**config.mk**
```make
export PLATFORM = sky130hd
export DESIGN_NAME = mem_port_arbiter
export DESIGN_NICKNAME = d
export VERILOG_FILES = /design/src/rtl/tartaruga_pkg.sv /design/src/rtl/arb_perf_cnt.sv /design/src/rtl/mem_port_arbiter.sv
export SDC_FILE = /design/constraint.sdc
export NUM_CORES = 1
export LEC_CHECK = 0
export ABC_CLOCK_PERIOD_IN_PS = 3400
export CAP_MARGIN = 40
export CELL_PAD_IN_SITES_DETAIL_PLACEMENT = 0
export CELL_PAD_IN_SITES_GLOBAL_PLACEMENT = 1
export CORE_MARGIN = 2
export CORE_UTILIZATION = 12
export DETAILED_ROUTE_END_ITERATION = 8
export MAX_ROUTING_LAYER = met4
export PLACE_DENSITY = 0.9
export SLEW_MARGIN = 20
export SYNTH_ARGS = -nofsm -noshare
export SYNTH_HDL_FRONTEND = slang
export SYNTH_SLANG_ARGS = --single-unit
export TNS_END_PERCENT = 1
```
**constraint.sdc**
```tcl
create_clock -name clk_i -period 3.4 [get_ports clk_i]
set_input_delay 0.85 -clock clk_i [delete_from_list [all_inputs] [get_ports clk_i]]
set_output_delay 0.85 -clock clk_i [all_outputs]
set_load 0.05 [all_outputs]
```
**src/rtl/tartaruga_pkg.sv**
```systemverilog
// Shared types for the tartaruga memory port arbiter: FSM states, owner select and the muxed
// memory request record.
package tartaruga_pkg;

  localparam int unsigned ArbAddrW = 32;
  localparam int unsigned ArbDataW = 32;

  typedef enum logic [1:0] {
    IDLE,
    WAIT_IF,
    WAIT_DM,
    DRAIN
  } arb_state_e;

  typedef enum logic {
    OWN_IF,
    OWN_DM
  } arb_owner_e;

  typedef struct packed {
    logic                  we;
    logic [ArbDataW/8-1:0] be;
    logic [ArbAddrW-1:0]   addr;
    logic [ArbDataW-1:0]   wdata;
  } mem_req_t;

  // Fetches are always full-word reads.
  function automatic mem_req_t fetch_req(logic [ArbAddrW-1:0] addr);
    mem_req_t r;
    r.we    = 1'b0;
    r.be    = '1;
    r.addr  = addr;
    r.wdata = '0;
    return r;
  endfunction

endpackage

```
**src/rtl/arb_perf_cnt.sv**
```systemverilog
// Arbiter performance counters: fetch grants, data grants and IDLE conflict cycles.
// Counters wrap modulo 2^CNT_W.
module arb_perf_cnt #(
  parameter int unsigned CNT_W = 32
) (
  input  logic             clk_i,
  input  logic             rstn_i,
  input  logic             if_gnt_i,
  input  logic             dm_gnt_i,
  input  logic             conflict_i,
  output logic [CNT_W-1:0] perf_if_gnt_o,
  output logic [CNT_W-1:0] perf_dm_gnt_o,
  output logic [CNT_W-1:0] perf_conflict_o
);

  logic [CNT_W-1:0] if_cnt_q, dm_cnt_q, cf_cnt_q;

  always_ff @(posedge clk_i or negedge rstn_i) begin
    if (!rstn_i) begin
      if_cnt_q <= '0;
      dm_cnt_q <= '0;
      cf_cnt_q <= '0;
    end else begin
      if (if_gnt_i)   if_cnt_q <= if_cnt_q + CNT_W'(1);
      if (dm_gnt_i)   dm_cnt_q <= dm_cnt_q + CNT_W'(1);
      if (conflict_i) cf_cnt_q <= cf_cnt_q + CNT_W'(1);
    end
  end

  assign perf_if_gnt_o   = if_cnt_q;
  assign perf_dm_gnt_o   = dm_cnt_q;
  assign perf_conflict_o = cf_cnt_q;

endmodule

```
**src/rtl/mem_port_arbiter.sv**
```systemverilog
// Arbitrates the unified single-ported memory between fetch (if_*) and data (dm_*), one
// transaction in flight. Optional perf counters under TARTARUGA_ARB_PERF_EN.
module mem_port_arbiter
  import tartaruga_pkg::*;
#(
  parameter int unsigned ADDR_W       = 32,
  parameter int unsigned DATA_W       = 32,
  parameter int unsigned STARVE_LIMIT = 4,
  parameter int unsigned CNT_W        = 32
) (
  input  logic                clk_i,
  input  logic                rstn_i,
  input  logic                flush_i,
  input  logic                if_req_i,
  input  logic [ADDR_W-1:0]   if_addr_i,
  output logic                if_gnt_o,
  output logic                if_rvalid_o,
  output logic [DATA_W-1:0]   if_rdata_o,
  input  logic                dm_req_i,
  input  logic                dm_we_i,
  input  logic [DATA_W/8-1:0] dm_be_i,
  input  logic [ADDR_W-1:0]   dm_addr_i,
  input  logic [DATA_W-1:0]   dm_wdata_i,
  output logic                dm_gnt_o,
  output logic                dm_rvalid_o,
  output logic [DATA_W-1:0]   dm_rdata_o,
  output logic                mem_req_o,
  output logic                mem_we_o,
  output logic [DATA_W/8-1:0] mem_be_o,
  output logic [ADDR_W-1:0]   mem_addr_o,
  output logic [DATA_W-1:0]   mem_wdata_o,
  input  logic                mem_gnt_i,
  input  logic                mem_rvalid_i,
  input  logic [DATA_W-1:0]   mem_rdata_i
`ifdef TARTARUGA_ARB_PERF_EN
  ,
  output logic [CNT_W-1:0]    perf_if_gnt_o,
  output logic [CNT_W-1:0]    perf_dm_gnt_o,
  output logic [CNT_W-1:0]    perf_conflict_o
`endif
);

  localparam int unsigned StW = $clog2(STARVE_LIMIT + 1);

  if (STARVE_LIMIT < 1 || CNT_W < 1) begin : g_bad_param
    $error("STARVE_LIMIT and CNT_W must be >= 1");
  end

  arb_state_e     state_q, state_d;
  logic [StW-1:0] starve_q, starve_d;
  arb_owner_e     owner;
  mem_req_t       mreq;
  logic           if_req_eff;
  logic           starve_hit;

  assign if_req_eff = if_req_i & ~flush_i;
  assign starve_hit = (starve_q == StW'(STARVE_LIMIT));

  always_ff @(posedge clk_i or negedge rstn_i) begin
    if (!rstn_i) begin
      state_q  <= IDLE;
      starve_q <= '0;
    end else begin
      state_q  <= state_d;
      starve_q <= starve_d;
    end
  end

  always_comb begin
    state_d     = state_q;
    starve_d    = starve_q;
    owner       = OWN_DM;
    mreq        = '0;
    mem_req_o   = 1'b0;
    if_gnt_o    = 1'b0;
    if_rvalid_o = 1'b0;
    if_rdata_o  = '0;
    dm_gnt_o    = 1'b0;
    dm_rvalid_o = 1'b0;
    dm_rdata_o  = '0;

    unique case (state_q)
      IDLE: begin
        if (dm_req_i || if_req_eff) begin
          mem_req_o = 1'b1;
          owner = (if_req_eff && (!dm_req_i || starve_hit)) ? OWN_IF : OWN_DM;
          if (owner == OWN_IF) begin
            mreq     = fetch_req(ArbAddrW'(if_addr_i));
            if_gnt_o = mem_gnt_i;
            if (mem_gnt_i) begin
              state_d  = WAIT_IF;
              starve_d = '0;
            end
          end else begin
            mreq.we    = dm_we_i;
            mreq.be    = (ArbDataW/8)'(dm_be_i);
            mreq.addr  = ArbAddrW'(dm_addr_i);
            mreq.wdata = ArbDataW'(dm_wdata_i);
            dm_gnt_o   = mem_gnt_i;
            if (mem_gnt_i) begin
              state_d = WAIT_DM;
              // A lost conflict counts toward the fetch starvation guard.
              if (if_req_eff && !starve_hit) starve_d = starve_q + 1'b1;
            end
          end
        end
      end
      WAIT_IF: begin
        if (mem_rvalid_i) begin
          state_d = IDLE;
          if (!flush_i) begin
            if_rvalid_o = 1'b1;
            if_rdata_o  = mem_rdata_i;
          end
        end else if (flush_i) begin
          state_d = DRAIN;
        end
      end
      WAIT_DM: begin
        if (mem_rvalid_i) begin
          state_d     = IDLE;
          dm_rvalid_o = 1'b1;
          dm_rdata_o  = mem_rdata_i;
        end
      end
      DRAIN: begin
        if (mem_rvalid_i) state_d = IDLE;
      end
      default: state_d = IDLE;
    endcase
  end

  assign mem_we_o    = mreq.we;
  assign mem_be_o    = mreq.be[DATA_W/8-1:0];
  assign mem_addr_o  = mreq.addr[ADDR_W-1:0];
  assign mem_wdata_o = mreq.wdata[DATA_W-1:0];

`ifdef TARTARUGA_ARB_PERF_EN
  arb_perf_cnt #(
    .CNT_W (CNT_W)
  ) u_perf (
    .clk_i           (clk_i),
    .rstn_i          (rstn_i),
    .if_gnt_i        (if_gnt_o),
    .dm_gnt_i        (dm_gnt_o),
    .conflict_i      ((state_q == IDLE) && if_req_i && dm_req_i),
    .perf_if_gnt_o   (perf_if_gnt_o),
    .perf_dm_gnt_o   (perf_dm_gnt_o),
    .perf_conflict_o (perf_conflict_o)
  );
`endif

endmodule

```
==> impl_metrics.csv, run 1 <==
group,metric,value,unit
status,status,"completed",
timing,layout_setup_ws,0.1185,ns
power,ir_drop,0.1387,mV
floorplanning,io_pins,278,
global_route,grt_overflow,0,
synthesis,yosysTopAreaCell,"and2_1",
clocking,cts_num_sinks,5,
layout,layout.nets,676,
layout,drive_gt1_frac,0.3077,
power,leakage,2.365,nW
layout,antenna_cells,0,
power,power,1.609,mW
timing,setup_tns,0,ns
synthesis,synthesis.nets,410,
layout,multi_input_area,1328,µm²
clocking,cts_buffers,3,
layout,syn2layout_area_growth,258.1,%
clocking,htreeDepth,1,
setup_path,r2r_start,"state_q[1]$_DFFE_PN0P_",
detailed_routing,dr.pass1.iters,4,
timing,finalMaxSlewViolations,0,
clocking,cts_tree,"yes",
detailed_routing,drt_wl_total,10.61,mm
synthesis,synthesis.area,1582,µm²
timing,fin_crit,3.281,ns
synthesis,avgSynthCellArea,5.901,µm²
timing,skew,0.001525,ns
clocking,root_buffer,"clkbuf_16",
detailed_routing,vias,2983,
floorplanning,die_area,14110,µm²
synthesis,syn_inst,268,
worst_hold_path,hp-class,"flip-flop to flip-flop",
timing,setup_viol,0,
worst_hold_path,holdPathEnd,"starve_q[0]$_DFFE_PN0P_",
placed_design,placed_area,5582,µm²
synthesis,synth_top_area_frac,0.2532,
synthesis,synth_edf_count,0,
layout,regArea,125.1,µm²
clocking,clk_latency,0.23,ns
synthesis,ys_top_cells_by_area,"and2_1, and3_1, o21ai_0",
detailed_routing,postRouteAntennaNets,0,
global_route,grt_pass1_wl,16.06,mm
setup_path,startpoint_type,"input pin",
floorplanning,num_rows,41,
power,power.density,284.1,nW/µm²
floorplanning,die_h,118.8,µm
setup_path,worstPathArrival,2.43,ns
global_route,grt_usage,0.1452,
detailed_routing,routed_via_density,4.231,
timing,fin_crit_sh,0.9651,
synthesis,yosysWarnings,0,
placed_design,gp_congestion,0.8262,
layout,fillers,1242,
floorplanning,start_util,0.1243,
detailed_routing,routedWlPerCell,15.05,µm
setup_path,r2r_end,"starve_q[2]$_DFFE_PN0P_",
timing,fmax,304.7,MHz
setup_path,r2r_cells,4,
clocking,cts_buffer_depth,2,
global_route,grt_max_degree,39,
setup_path,required,2.55,ns
worst_hold_path,hold_path.startpoint,"starve_q[0]$_DFFE_PN0P_",
floorplanning,die_x,118.8,µm
placed_design,post-place-ws,0.08025,ns
timing,slew_headroom,0.7081,
layout,postLayoutCellArea,5664,µm²
global_route,grt_antenna_before_repair,0,
timing,worst_pin_slew,0.4346,ns
clocking,cts_setup_buffers,0,
setup_path,endpoint_kind,"output port",
setup_path,crit_fanout,34,
setup_path,reg2reg_slack,1.72,ns
worst_hold_path,hold_path_depth,2,
setup_path,path_class,"input pin to output port",
detailed_routing,drt_iter0_markers,84,
synthesis,ys_seq_area_frac,0.07911,
detailed_routing,route.detailed.drc,0,
synthesis,async_reset_ff_frac,1.000,
timing,rsz0062_at_grt,"no",
timing,hold_viol,0,
placed_design,hpwlAfterDp,8.918,mm
synthesis,synth-seq-cells,5,
synthesis,synth_cell_types,27,
floorplanning,core-area,12720,µm²
placed_design,portBuffers,277,
layout,final_core_util,0.4452,
run,cap_violations,0,
global_route,grt_pass1_vias,3026,
clocking,path_clk_slew,0.03,ns
synthesis,yosys_most_used_dff,"dfrtp_1",
## layout make-up
| type | instances | area share |
|---|---|---|
| Timing Repair Buffer | 293 | 0.6883 |
| Inverter | 5 | 0.003313 |
| Multi-Input combinational cell | 226 | 0.2344 |
| Sequential cell | 5 | 0.02209 |
| Clock buffer | 4 | 0.01392 |
| Tap cell | 172 | 0.03799 |
## metal layers
metal  GRT usage  wire length, µm
met1      0.1453             3877
met2      0.2852             5953
met3     0.02317              605
met4     0.04315              175
met5           -                0
## flip-flops by register name, indices dropped and copies added, names as in the netlist
signal and count:
starve_q 3, state_q 2
## cell usage after synthesis, types with 2 or more instances
cell	number
dfrtp_1	5
nor2_1	3
nand3_1	33
nor3_1	2
inv_1	4
nand2_1	3
o21ai_0	36
and3_1	34
and2_1	64
clkbuf_1	27
buf_2	4
ha_1	2
a21oi_1	34
o21a_1	4
## layout by cell type (no fill, tap or decap)
| cell | Yosys | routed |
|---|---|---|
| nor2_1 | 3 | 3 |
| nor3_1 | 2 | 2 |
| buf_12 | 0 | 108 |
| o32ai_1 | 1 | 1 |
| clkdlybuf4s50_1 | 0 | 139 |
| or3b_1 | 1 | 1 |
| buf_4 | 0 | 46 |
| a21boi_2 | 1 | 1 |
| or4_1 | 1 | 1 |
| o21ai_0 | 36 | 36 |
| dfrtp_1 | 5 | 5 |
| nand3_1 | 33 | 33 |
| nor2b_2 | 0 | 1 |
| o21ai_2 | 1 | 1 |
| inv_1 | 4 | 4 |
| a21oi_1 | 34 | 33 |
| and2_1 | 64 | 64 |
| ha_1 | 2 | 2 |
| a21oi_2 | 0 | 1 |
| o31ai_1 | 1 | 1 |
| nand2_1 | 3 | 3 |
| inv_2 | 1 | 1 |
| clkbuf_16 | 0 | 3 |
| nor4b_4 | 0 | 1 |
| and3_1 | 34 | 34 |
| o22ai_1 | 1 | 1 |
| nand2b_1 | 1 | 1 |
| clkbuf_1 | 27 | 1 |
| o21a_1 | 4 | 4 |
| a21bo_2 | 1 | 1 |
## worst max-delay path, stage by stage
cell and delay, ns:
clkdlybuf4s50_1 0.47, nor2b_2 0.28, buf_12 0.23, nor2_1 0.08, nor3_1 0.23, buf_4 0.16, buf_12 0.13
## cells by family (layout without fill, tap and decap cells)
group | after synthesis | after routing | share of synthesized area
buffers and inverters | 37 | 302 | 0.09098
and+or+nand+nor | 144 | 144 | 0.5403
DFF | 5 | 5 | 0.07911
adders and majority gates | 2 | 2 | 0.01582
AOI/OAI and AO/OA | 80 | 80 | 0.2737
## through the flow
stage	cells	hold slack, ns
after global placement	701	0.5183
after CTS	705	0.5637
after floorplan	268	0.4980
after global routing	705	0.6059
final	705	0.5634
after detailed placement	701	0.5564
## power breakdown
group	leakage (nW)	switching (mW)	internal, mW
Sequential	0.0663	0.0151	0.0748
Combinational	2.26	0.731	0.594
Clock	0.0382	0.0388	0.155
## what timing repair did
item,4_1_cts,5_1_grt
endpoints found under the setup margin,0,1
hold buffers,0,0
gates resized for setup,0,1
## worst max-delay path by stage
stage	from	to	cells after the start
global placement	if_req_i	dm_gnt_o	7
floorplan	flush_i	dm_gnt_o	4
CTS	if_req_i	dm_gnt_o	7
finish	if_req_i	dm_gnt_o	7
global route	if_req_i	dm_gnt_o	7
detailed placement	if_req_i	dm_gnt_o	7
Note: power is estimated with default switching activity, not from simulation.
==> run 2, diff against run 1 <==
- CORE_MARGIN: 2 -> 5
- SKIP_CTS_REPAIR_TIMING: default -> 1
==> run 2 against run 1 <==
Compared with the run above:
- first-iteration DRC count grew 15%
- critical path type unchanged
- highest routed layer unchanged
- total power up 1.2%
- clock power rose by 5%
==> impl_metrics.csv, run 2 (synthesis results as in run 1) <==
group,metric,value,unit
status,status,"completed",
layout,antenna_cells,0,
floorplanning,io_pins,278,
clocking,clk_latency,0.23,ns
layout,drive_gt1_frac,0.3271,
timing,slew_headroom,0.7009,
floorplanning,core-area,13090,µm²
worst_hold_path,holdPathEnd,"starve_q[0]$_DFFE_PN0P_",
power,p_int,0.8261,mW
layout,largest_register_ffs,3,
setup_path,r2r_start,"state_q[1]$_DFFE_PN0P_",
placed_design,gp_congestion,0.8389,
detailed_routing,drt_iter0_markers,97,
timing,fin_crit_sh,0.9718,
timing,fmax,302.7,MHz
layout,layout_commonest_cell,"clkdlybuf4s50_1",
clocking,root_buffer,"clkbuf_16",
clocking,path_clk_slew,0.03,ns
power,clockPowerShare,0.124,
global_route,grt_max_degree,39,
layout,syn2layout_area_growth,260.6,%
placed_design,hpwlAfterDp,9.744,mm
floorplanning,die_area,15580,µm²
detailed_routing,routedWlPerCell,16.07,µm
setup_path,crit_fanout,19,
floorplanning,num_rows,42,
detailed_routing,postRouteAntennaNets,0,
timing,skew,0.0005390,ns
layout,largest_registers,"starve_q (3), state_q (2)",
global_route,grt_pass1_wl,17.42,mm
run,cap_violations,0,
worst_hold_path,hold_path.startpoint,"starve_q[0]$_DFFE_PN0P_",
layout,layout_common_cells,"clkdlybuf4s50_1, buf_12, and2_1",
power,power.density,285.4,nW/µm²
global_route,grt_antenna_before_repair,0,
layout,regMostFlops,"starve_q",
timing,hold_viol,0,
detailed_routing,routed_via_density,4.237,
power,power_frac_seq,0.056,
worst_hold_path,hold_path_depth,2,
detailed_routing,drt_wl_total,11.47,mm
setup_path,required,2.55,ns
clocking,cts_buffers,3,
worst_hold_path,hp-class,"flip-flop to flip-flop",
power,switching_share,0.4925,
timing,finalMaxSlewViolations,0,
setup_path,reg2reg_slack,1.76,ns
power,power,1.628,mW
clocking,htreeDepth,1,
clocking,cts_tree,"yes",
power,ir_drop,0.1311,mV
floorplanning,start_util,0.1209,
setup_path,r2r_end,"starve_q[2]$_DFFE_PN0P_",
power,switching_power,0.8017,mW
timing,rsz0062_at_grt,"yes",
detailed_routing,vias,3025,
placed_design,placed_area,5587,µm²
timing,worst_pin_slew,0.4453,ns
detailed_routing,route.detailed.drc,0,
timing,fin_crit,3.304,ns
clocking,cts_buffer_depth,2,
floorplanning,die_x,124.8,µm
global_route,grt_usage,0.1418,
layout,postLayoutCellArea,5703,µm²
setup_path,endpoint_kind,"output port",
placed_design,portBuffers,277,
timing,setup_viol,0,
power,combPwrFrac,0.820,
setup_path,startpoint_type,"input pin",
setup_path,r2r_cells,3,
global_route,grt_overflow,0,
layout,layout.nets,681,
global_route,grt_pass1_vias,3105,
clocking,cts_num_sinks,5,
timing,hold_slack,0.5436,ns
setup_path,path_class,"input pin to output port",
detailed_routing,dr.pass1.iters,5,
setup_path,worstPathArrival,2.45,ns
power,leakage,2.380,nW
floorplanning,die_h,124.8,µm
## run 2: worst max path at each step
stage | cells past startpoint | to | from
3_3_place_gp | 6 | dm_gnt_o | if_req_i
2_1_floorplan | 4 | dm_gnt_o | flush_i
3_5_place_dp | 6 | mem_addr_o[11] | dm_req_i
6_report | 6 | mem_addr_o[10] | dm_req_i
5_1_grt | 6 | mem_addr_o[13] | dm_req_i
4_1_cts | 6 | mem_addr_o[11] | dm_req_i
## run 2: final cells by class
class	instances	area [µm²]
Multi-Input combinational cell	226	1361
Inverter	5	18.77
Timing Repair Buffer	298	3899
Sequential cell	5	125.1
Tap cell	176	220.2
Clock buffer	4	78.83
Fill cell	1237	7382
## run 2: worst max-delay path, cell delays in order
cell             delay, ns
clkdlybuf4s50_1       0.55
a21boi_4              0.26
buf_4                 0.24
o21ai_0               0.10
a21oi_1               0.27
buf_12                0.18
## run 2: routing by layer
layer,part of all wire,track usage
met1,0.39,0.1592
met4,0.018,0.03546
met5,0,-
met2,0.53,0.2554
met3,0.057,0.03045
## run 2: stage by stage
stage | utilization | setup WS, ns | setup TNS [ns] | std cells
final | 0.4358 | 0.09599 | 0 | 714
after global routing | 0.4358 | -0.002725 | -0.003301 | 714
after CTS | 0.4330 | 0.01562 | 0 | 714
after detailed placement | 0.4269 | 0.03217 | 0 | 710
after global placement | 0.4269 | 0.07566 | 0 | 710
after floorplan | - | 0.1197 | 0 | 268
## run 2: power groups by stage
stage                     Clock [mW]  Sequential, mW  Combinational [mW]
after floorplan                    0          0.0857               0.657
after global placement             0          0.0882                1.31
after detailed placement           0          0.0900                1.33
after CTS                      0.204          0.0894                1.33
after global routing           0.210          0.0921                1.40
final                          0.203          0.0905                1.33
==> run 3, diff against run 2 <==
- CTS_CLUSTER_SIZE: default -> 10
- MAX_ROUTING_LAYER: met4 -> default
==> run 3 against run 2 <==
Compared with the run above:
- die area stayed put
- via count shrank 0.43%
- total power about the same
- count of clock-buffer cells in the layout unchanged
- setup slack worse by 0.0024 ns
- critical path depth unchanged
- register-to-register slack hardly changed
- largest cell class unchanged
==> impl_metrics.csv, run 3 (synthesis results as in run 1) <==
group,metric,value,unit
clocking,cts_buffers,3,
run,cap_violations,0,
floorplanning,die_area,15580,µm²
clocking,root_buffer,"clkbuf_16",
detailed_routing,dr.pass1.iters,4,
timing,setup_tns,0,ns
detailed_routing,drt_wl_total,11.44,mm
detailed_routing,routed_via_density,4.218,
detailed_routing,route.detailed.drc,0,
timing,hold_slack,0.5436,ns
clocking,cts_buffer_depth,2,
layout,syn2layout_area_growth,260.6,%
timing,skew,0.0005393,ns
timing,fin_crit,3.306,ns
floorplanning,die_h,124.8,µm
detailed_routing,vias,3012,
global_route,grt_pass1_wl,17.49,mm
status,status,"completed",
worst_hold_path,hp-class,"flip-flop to flip-flop",
floorplanning,io_pins,278,
clocking,cts_tree,"yes",
timing,layout_setup_ws,0.09355,ns
global_route,grt_antenna_before_repair,0,
layout,final_core_util,0.4358,
clocking,path_clk_slew,0.03,ns
global_route,grt_max_degree,39,
detailed_routing,postRouteAntennaNets,0,
timing,finalMaxSlewViolations,0,
clocking,cts_num_sinks,5,
layout,layout.nets,681,
timing,fin_crit_sh,0.9725,
clocking,clk_latency,0.23,ns
setup_path,required,2.55,ns
timing,fmax,302.4,MHz
placed_design,hpwlAfterDp,9.744,mm
timing,setup_viol,0,
layout,layout_commonest_cell,"clkdlybuf4s50_1",
timing,rsz0062_at_grt,"yes",
timing,hold_viol,0,
placed_design,gp_congestion,0.8264,
placed_design,portBuffers,277,
layout,antenna_cells,0,
setup_path,worstPathArrival,2.46,ns
floorplanning,core-area,13090,µm²
setup_path,startpoint_type,"input pin",
setup_path,path_class,"input pin to output port",
detailed_routing,routedWlPerCell,16.02,µm
global_route,grt_pass1_vias,3090,
power,power.density,285.2,nW/µm²
layout,largest_registers,"starve_q (3), state_q (2)",
power,ir_drop,0.1312,mV
layout,drive_gt1_frac,0.3271,
floorplanning,die_x,124.8,µm
setup_path,endpoint_kind,"output port",
detailed_routing,drt_iter0_markers,99,
power,power,1.627,mW
power,leakage,2.380,nW
timing,worst_pin_slew,0.4417,ns
global_route,grt_overflow,0,
layout,regMostFlops,"starve_q",
floorplanning,start_util,0.1209,
placed_design,post-place-ws,0.03217,ns
layout,fillers,1237,
layout,largest_register_ffs,3,
global_route,grt_usage,0.1381,
clocking,htreeDepth,1,
timing,slew_headroom,0.7032,
setup_path,crit_fanout,19,
floorplanning,num_rows,42,
layout,layout_common_cells,"clkdlybuf4s50_1, buf_12, and2_1",
## run 3: cell counts in the layout (fill, tap and decap cells not counted)
No cell type changed its count.
## run 3: area by class of cell
| type | instances | area, µm² | area share |
|---|---|---|---|
| timing repair buffer | 298 | 3899 | 0.6836 |
| multi-input combinational | 226 | 1361 | 0.2387 |
| sequential | 5 | 125.1 | 0.02194 |
| clock buffer | 4 | 78.83 | 0.01382 |
| tap | 176 | 220.2 | 0.03861 |
| inverter | 5 | 18.77 | 0.003291 |
## run 3: through the flow
step | instances | instance area [µm²]
floorplan | 268 | 1582
global placement | 710 | 5587
detailed placement | 710 | 5587
CTS | 714 | 5665
global route | 714 | 5703
finish | 714 | 5703
## run 3: worst max-delay path, stage by stage
cell and delay [ns]:
clkdlybuf4s50_1 0.55, a21boi_4 0.26, buf_4 0.24, o21ai_0 0.10, a21oi_1 0.27, buf_12 0.18
## run 3: worst paths after layout
check	from	to	slack, ns	cells after the start
setup reg to reg	state_q[1]$_DFFE_PN0P_	starve_q[2]$_DFFE_PN0P_	1.75	3
max in group asynchronous	rstn_i	starve_q[0]$_DFFE_PN0P_	2.32	1
hold / removal	starve_q[0]$_DFFE_PN0P_	starve_q[0]$_DFFE_PN0P_	0.54	2
setup / recovery	dm_req_i	mem_addr_o[5]	0.09	6
hold reg to reg	starve_q[0]$_DFFE_PN0P_	starve_q[0]$_DFFE_PN0P_	0.54	2
min in group asynchronous	rstn_i	starve_q[1]$_DFFE_PN0P_	0.86	1
## run 3: report_power, final
part	leakage [nW]	switching (mW)	internal (mW)
Sequential	0.0663	0.0157	0.0748
Clock	0.0382	0.0463	0.156
Combinational	2.28	0.738	0.595
## run 3: routing by layer
| metal | GRT usage | up-vias | part of all wire |
|---|---|---|---|
| met5 | 0 | - | 0 |
| met4 | 0.03417 | 0 | 0.018 |
| met3 | 0.04117 | 19 | 0.069 |
| met2 | 0.2560 | 163 | 0.53 |
| met1 | 0.1533 | 1357 | 0.38 |
| li1 | - | 1473 | - |
